File: src/rtl/mem_defs_pkg.sv
// mem_defs: shared definitions for the MIPS memory-access stage.
//   DATA_W                          data word width (byte-lane logic assumes 32)
//   SIZE_BYTE, SIZE_HALF, SIZE_WORD access size encodings (2'b11 behaves as word)
//   memState_t                      transaction FSM state encoding
package mem_defs;

    localparam int DATA_W = 32;

    localparam logic [1:0] SIZE_BYTE = 2'b00;
    localparam logic [1:0] SIZE_HALF = 2'b01;
    localparam logic [1:0] SIZE_WORD = 2'b10;

    typedef enum logic [1:0] {
        IDLE = 2'b00,
        REQ  = 2'b01,
        WAIT = 2'b10,
        DONE = 2'b11
    } memState_t;

endpackage

File: src/rtl/load_store_align.sv
// load_store_align: purely combinational byte-lane handling for the memory stage.
//   storeSize, storeData -> laneData  : store data replicated across byte lanes
//   loadSize, loadOffset,
//   loadSigned, rdata    -> loadData  : selected byte/half/word, sign/zero extended
module load_store_align
    import mem_defs::*;
(
    input  logic [1:0]        storeSize,
    input  logic [DATA_W-1:0] storeData,
    output logic [DATA_W-1:0] laneData,
    input  logic [1:0]        loadSize,
    input  logic [1:0]        loadOffset,
    input  logic              loadSigned,
    input  logic [DATA_W-1:0] rdata,
    output logic [DATA_W-1:0] loadData
);

    logic [7:0]  byteSel;
    logic [15:0] halfSel;

    // Replicate narrow store data so that whichever lane the bridge enables sees it.
    always_comb begin
        laneData = storeData;
        case (storeSize)
            SIZE_BYTE: laneData = {4{storeData[7:0]}};
            SIZE_HALF: laneData = {2{storeData[15:0]}};
            default:   laneData = storeData;
        endcase
    end

    // Pick the addressed field out of the returned word and extend it to 32 bits.
    always_comb begin
        byteSel  = rdata[7:0];
        halfSel  = loadOffset[1] ? rdata[31:16] : rdata[15:0];
        loadData = rdata;
        case (loadOffset)
            2'd0:    byteSel = rdata[7:0];
            2'd1:    byteSel = rdata[15:8];
            2'd2:    byteSel = rdata[23:16];
            default: byteSel = rdata[31:24];
        endcase
        case (loadSize)
            SIZE_BYTE: loadData = {{24{loadSigned & byteSel[7]}}, byteSel};
            SIZE_HALF: loadData = {{16{loadSigned & halfSel[15]}}, halfSel};
            default:   loadData = rdata;
        endcase
    end

endmodule

File: src/rtl/mem_access_unit.sv
// mem_access_unit: MEM stage of the pipelined MIPS core. Converts the M-stage load/store
// controls into a single req/addr_ok/data_ok transaction, stalls the pipe until it ends,
// and registers the aligned, extended load result.
//   clock, reset (sync, active-high)
//   MemReadM, MemWriteM, MemSizeM, MemSignedM, ALUOutM, WriteDataM : M-stage instruction
//   FlushM, StallM                                                  : hazard unit controls
//   data_req/wr/size/addr/wdata, data_addr_ok/data_ok/rdata          : SRAM-like data bus
//   ReadDataM  : registered load result      MemStallM : stall request
//   AdELM, AdESM, BadVAddrM : address errors, active only when MEM_ALIGN_CHECK_EN is defined
module mem_access_unit
    import mem_defs::*;
#(
    parameter int ADDR_W = 32,
    parameter int DATA_W = 32
) (
    input  logic              clock,
    input  logic              reset,
    input  logic              MemReadM,
    input  logic              MemWriteM,
    input  logic [1:0]        MemSizeM,
    input  logic              MemSignedM,
    input  logic [ADDR_W-1:0] ALUOutM,
    input  logic [DATA_W-1:0] WriteDataM,
    input  logic              FlushM,
    input  logic              StallM,
    output logic              data_req,
    output logic              data_wr,
    output logic [1:0]        data_size,
    output logic [ADDR_W-1:0] data_addr,
    output logic [DATA_W-1:0] data_wdata,
    input  logic              data_addr_ok,
    input  logic              data_data_ok,
    input  logic [DATA_W-1:0] data_rdata,
    output logic [DATA_W-1:0] ReadDataM,
    output logic              MemStallM,
    output logic              AdELM,
    output logic              AdESM,
    output logic [ADDR_W-1:0] BadVAddrM
);

    memState_t         state, nextState;
    logic [ADDR_W-1:0] reqAddr;
    logic              reqWr;
    logic [1:0]        reqSize;
    logic              reqSigned;
    logic [DATA_W-1:0] reqWdata;
    logic              killFlag;
    logic              addrErr;
    logic              access;
    logic              captureLoad;
    logic [DATA_W-1:0] laneData;
    logic [DATA_W-1:0] loadData;

    // Address-error detection; reserved size 2'b11 is checked like a word.
`ifdef MEM_ALIGN_CHECK_EN
    always_comb begin
        addrErr   = (MemReadM | MemWriteM)
                  & (((MemSizeM == SIZE_HALF) & ALUOutM[0])
                  |  ((MemSizeM[1] == 1'b1) & (ALUOutM[1:0] != 2'b00)));
        AdELM     = ~reset & addrErr & MemReadM;
        AdESM     = ~reset & addrErr & MemWriteM;
        BadVAddrM = (~reset & addrErr) ? ALUOutM : '0;
    end
`else
    always_comb begin
        addrErr   = 1'b0;
        AdELM     = 1'b0;
        AdESM     = 1'b0;
        BadVAddrM = '0;
    end
`endif

    assign access = (MemReadM | MemWriteM) & ~FlushM & ~addrErr;

    // Load extraction always works from the latched request, so the result stays correct
    // even if the M-stage inputs change while the transaction drains.
    load_store_align alignUnit (
        .storeSize (MemSizeM),
        .storeData (WriteDataM),
        .laneData  (laneData),
        .loadSize  (reqSize),
        .loadOffset(reqAddr[1:0]),
        .loadSigned(reqSigned),
        .rdata     (data_rdata),
        .loadData  (loadData)
    );

    // Next-state logic and bus outputs. In IDLE the request comes straight from the M
    // inputs; in REQ it is replayed from the latched copy until the bridge accepts it.
    always_comb begin
        nextState   = state;
        data_req    = 1'b0;
        data_wr     = MemWriteM;
        data_size   = MemSizeM;
        data_addr   = ALUOutM;
        data_wdata  = laneData;
        MemStallM   = 1'b0;
        captureLoad = 1'b0;
        case (state)
            IDLE: begin
                data_req  = access;
                MemStallM = access;
                if (access) begin
                    nextState = data_addr_ok ? WAIT : REQ;
                end
            end
            REQ: begin
                data_req   = 1'b1;
                data_wr    = reqWr;
                data_size  = reqSize;
                data_addr  = reqAddr;
                data_wdata = reqWdata;
                MemStallM  = 1'b1;
                if (data_addr_ok) begin
                    nextState = WAIT;
                end
            end
            WAIT: begin
                MemStallM = 1'b1;
                if (data_data_ok) begin
                    if (killFlag | FlushM) begin
                        nextState = IDLE;
                    end else begin
                        nextState   = DONE;
                        captureLoad = ~reqWr;
                    end
                end
            end
            default: begin
                if (FlushM | ~StallM) begin
                    nextState = IDLE;
                end
            end
        endcase
        if (reset) begin
            data_req  = 1'b0;
            MemStallM = 1'b0;
        end
    end

    // State, latched request, kill flag and the load result register. The request is
    // latched whenever a transaction starts so WAIT always knows how to extract the data.
    always_ff @(posedge clock) begin
        if (reset) begin
            state     <= IDLE;
            reqAddr   <= '0;
            reqWr     <= 1'b0;
            reqSize   <= 2'b00;
            reqSigned <= 1'b0;
            reqWdata  <= '0;
            killFlag  <= 1'b0;
            ReadDataM <= '0;
        end else begin
            state <= nextState;
            if (state == IDLE && access) begin
                reqAddr   <= ALUOutM;
                reqWr     <= MemWriteM;
                reqSize   <= MemSizeM;
                reqSigned <= MemSignedM;
                reqWdata  <= laneData;
            end
            if (state == WAIT && data_data_ok) begin
                killFlag <= 1'b0;
            end else if ((state == REQ || state == WAIT) && FlushM) begin
                killFlag <= 1'b1;
            end
            if (captureLoad) begin
                ReadDataM <= loadData;
            end
        end
    end

endmodule

File: config.mk
export PLATFORM = sky130hd
export DESIGN_NAME = mem_access_unit
export DESIGN_NICKNAME = d
export VERILOG_FILES = /design/src/rtl/mem_defs_pkg.sv /design/src/rtl/load_store_align.sv /design/src/rtl/mem_access_unit.sv
export SDC_FILE = /design/constraint.sdc
export NUM_CORES = 1
export LEC_CHECK = 0
export CAP_MARGIN = 0
export CORE_MARGIN = 4
export CORE_UTILIZATION = 45
export CTS_BUF_LIST = sky130_fd_sc_hd__clkbuf_2
export DETAILED_ROUTE_END_ITERATION = 6
export PLACE_DENSITY = 0.88
export SLEW_MARGIN = 30
export SYNTH_ARGS = -nofsm -noshare
export SYNTH_HDL_FRONTEND = slang
export SYNTH_SLANG_ARGS = --single-unit
File: constraint.sdc
create_clock -name clock -period 2.64 [get_ports clock]
set_clock_uncertainty 0.2 [all_clocks]
set_input_delay 0.528 -clock clock [delete_from_list [all_inputs] [get_ports clock]]
set_output_delay 0.528 -clock clock [all_outputs]
set_load 0.01 [all_outputs]
==> results.tsv <==
metric	value	unit
clk_pin_slew	0.30	ns
power.density	745	nW/um2
drc	0	
syn_inst	713	
worstMarginPinSlew	0.763	ns
cts_buffers	9	
layout_commonest_cell	clkdlybuf4s50_1	
gp_congestion	0.840	
yosys.area.top_type	dfxtp_1	
rsz0062_at_grt	true	
crit_path_max_incr_delay	0.40	ns
clock-sinks	103	
power_frac_clock	10.1	%
grt_pass1_vias	6408	
clockBufferDepth	2	
ys.flop_type	dfxtp_1	
p_seq_share	28.5	%
post_drt_wl_per_cell	19.7	um
setup.worst_path.start_class	flip-flop	
critPathCaptureType	primary output	
grt_pass1_wl	33.6	mm
ant_nets	0	
dr.pass1.iters	7	
grt_usage	28.6	%
htreeDepth	3	
clkLatencyLatePin	0.64	ns
fmax	357	MHz
cp_slowest_cell	dfxtp_2	
slew-limit-headroom	49.1	%
switching_power	2.59	mW
r2r_setup_slack	0.38	ns
area_growth	56.5	%
dp_hpwl	13.7	mm
failed_checks	negative setup slack	
status	finished, violations left	
dieArea	14900	um2
combinationalPowerShare	61.4	%
die_h	122	um
finalSetupViolCount	63	
worst_hold_slack	0.237	ns
crit-reg2reg-capture	reqWdata[28]	
antenna_cells	0	
p_leak	3.86	nW
numPortBuffers	207	
r2r-start	state[0]	
synthAdderAreaFrac	0.852	%
ir_drop	0.585	mV
cp_cell_sequence	inv_2 -> ha_4 -> buf_12 -> buf_12 -> buf_6 -> mux2_4 -> buf_6	
finalPower	6.85	mW
min_period	2.80	ns
synth_cell_types	47	
die_w	122	um
ctsRootBufferMaster	clkbuf_2	
synth_area	5880	um2
hp-class	in -> reg	
finalHoldViolCount	0	
mostFrequentLayoutCells	clkdlybuf4s50_1, nand2_1, dfxtp_1, buf_6, a21oi_1	
p_int	4.26	mW
postRouteWirelength	22.3	mm
drive_above_1_share	29.1	%
core_area	12700	um2
yosysSeqAreaShare	35.1	%
viasPerCell	5.64	
synth-edff-count	0	
crit_arrival	2.07	ns
crit_buf_inv	5	
route.vias.total	6395	
switching_share	37.9	%
synth-async-reset-ratio	0	%
ys_seq_elements	103	
drv_slew	0	
synth_compound_area_share	15.5	%
crit_start	state[1]	
required	1.91	ns
worstSetupPathType	reg -> out	
drt_iter0_markers	490	
synthTopCellsByArea	dfxtp_1, mux2_2, nand2_1	
grt_max_degree	70	
synth_mux_area_share	18.8	%
gr-total-overflow	0	
setup_ws	-0.161	ns
cp_num_cells	7	
reg2regPathDepth	8	
cp_max_fo	8	
yosysWarnings	0	
num_io_pins	242	
grt_antenna_before_repair	0	
fin_util	72.3	%
tritoncts	done	
initial_utilization	46.2	%
maxCapViolations	0	
synth_top_area_share	35.1	%
synth_top_family_by_area	simple AND/OR/NAND/NOR gates	
rows	41	
synthSimpleGateAreaFrac	20.4	%
layout.nets	1069	
crit_end	data_size[0]	
synth_xor_area_share	0	%
crit_family	buffers and inverters	
synth_area_per_cell	8.24	um2
post-route-period-util	106	%
## power groups by stage
stage | Clock, mW | Combinational [mW] | Sequential (mW)
after detailed placement | 0 | 2.90 | 1.95
after floorplan | 0 | 1.65 | 1.92
final | 0.693 | 4.21 | 1.95
after global routing | 0.761 | 4.44 | 1.97
after global placement | 0 | 2.86 | 1.94
after CTS | 0.699 | 4.05 | 1.93
## cell type report
type                            instances  area [um2]
Tap cell                              172         215
Fill cell                             832        3530
Multi-Input combinational cell        546        3740
Inverter                                6        22.5
Clock inverter                          5        33.8
Clock buffer                           10        50.0
Timing Repair Buffer                  292        3070
Sequential cell                       103        2060
## kinds of logic after synthesis
kind of cell | count (synthesis)
buffers and inverters | 97
and+or+nand+nor | 261
DFF | 103
AOI/OAI and AO/OA | 147
muxes | 100
other | 1
adders and majority gates | 4
## worst min-delay path by stage
stage                           start     endpoint  slack, ns  cells past startpoint
after floorplan           reqAddr[10]  reqAddr[10]       0.23                      2
after global placement    reqAddr[27]  reqAddr[27]       0.24                      2
after detailed placement   reqAddr[7]   reqAddr[7]       0.25                      2
after CTS                  ALUOutM[3]   reqAddr[3]       0.19                      3
after global routing       ALUOutM[1]   reqAddr[1]       0.20                      3
final                      ALUOutM[3]   reqAddr[3]       0.24                      3
## what timing repair did
item,4_1_cts,5_1_grt
hold buffers,1,0
hold endpoints to repair,1,0
buffers inserted,40,9
cloned,4,0
endpoints found under the setup margin,69,69
pin swaps,9,4
resized for setup,465,31
## metal layers
layer | global-route usage, % | part of all wire [%]
met4 | 12.1 | 4.0
met1 | 31.9 | 37
met2 | 49.8 | 49
met5 | 0 | 0
met3 | 9.35 | 9.7
## stage by stage
stage	cell area, um2	setup WS (ns)	TNS (ns)	instances
after floorplan	6000	0.232	0	746
after global placement	8160	-0.453	-10.83	1071
after detailed placement	8160	-0.535	-11.56	1071
after CTS	9120	-0.233	-10.45	1131
after global routing	9190	-0.281	-13.90	1134
final	9190	-0.161	-5.77	1134
## Yosys cell counts (all sizes together), types with 2 or more instances
library cell,instances
nand2,115
dfxtp,103
a21oi,85
mux2,84
nor2,77
buf,48
clkbuf,43
nand2b,20
o21ai,19
a311oi,16
mux2i,16
nor3b,10
nor3,9
and2,8
nor4,7
a32o,6
inv,6
o211a,6
a22oi,4
ha,4
nor2b,4
a211o,3
a211oi,2
nand3b,2
or4b,2
## state kept, by name, summed over array words and instances (netlist names)
name / flops
reqSigned: 1
reqWdata: 32
reqAddr: 32
state: 2
killFlag: 1
ReadDataM: 32
reqSize: 2
reqWr: 1
## worst register-to-register path, delay by kind of cell, from the launching register on
kind	cells	cell delay (ns)
and+or+nand+nor	2	0.16
AOI/OAI and AO/OA	2	0.46
DFF	1	0.40
buffers and inverters	3	0.82
adders and majority gates	1	0.19
No activity file was read; power rests on OpenSTA's default activity.
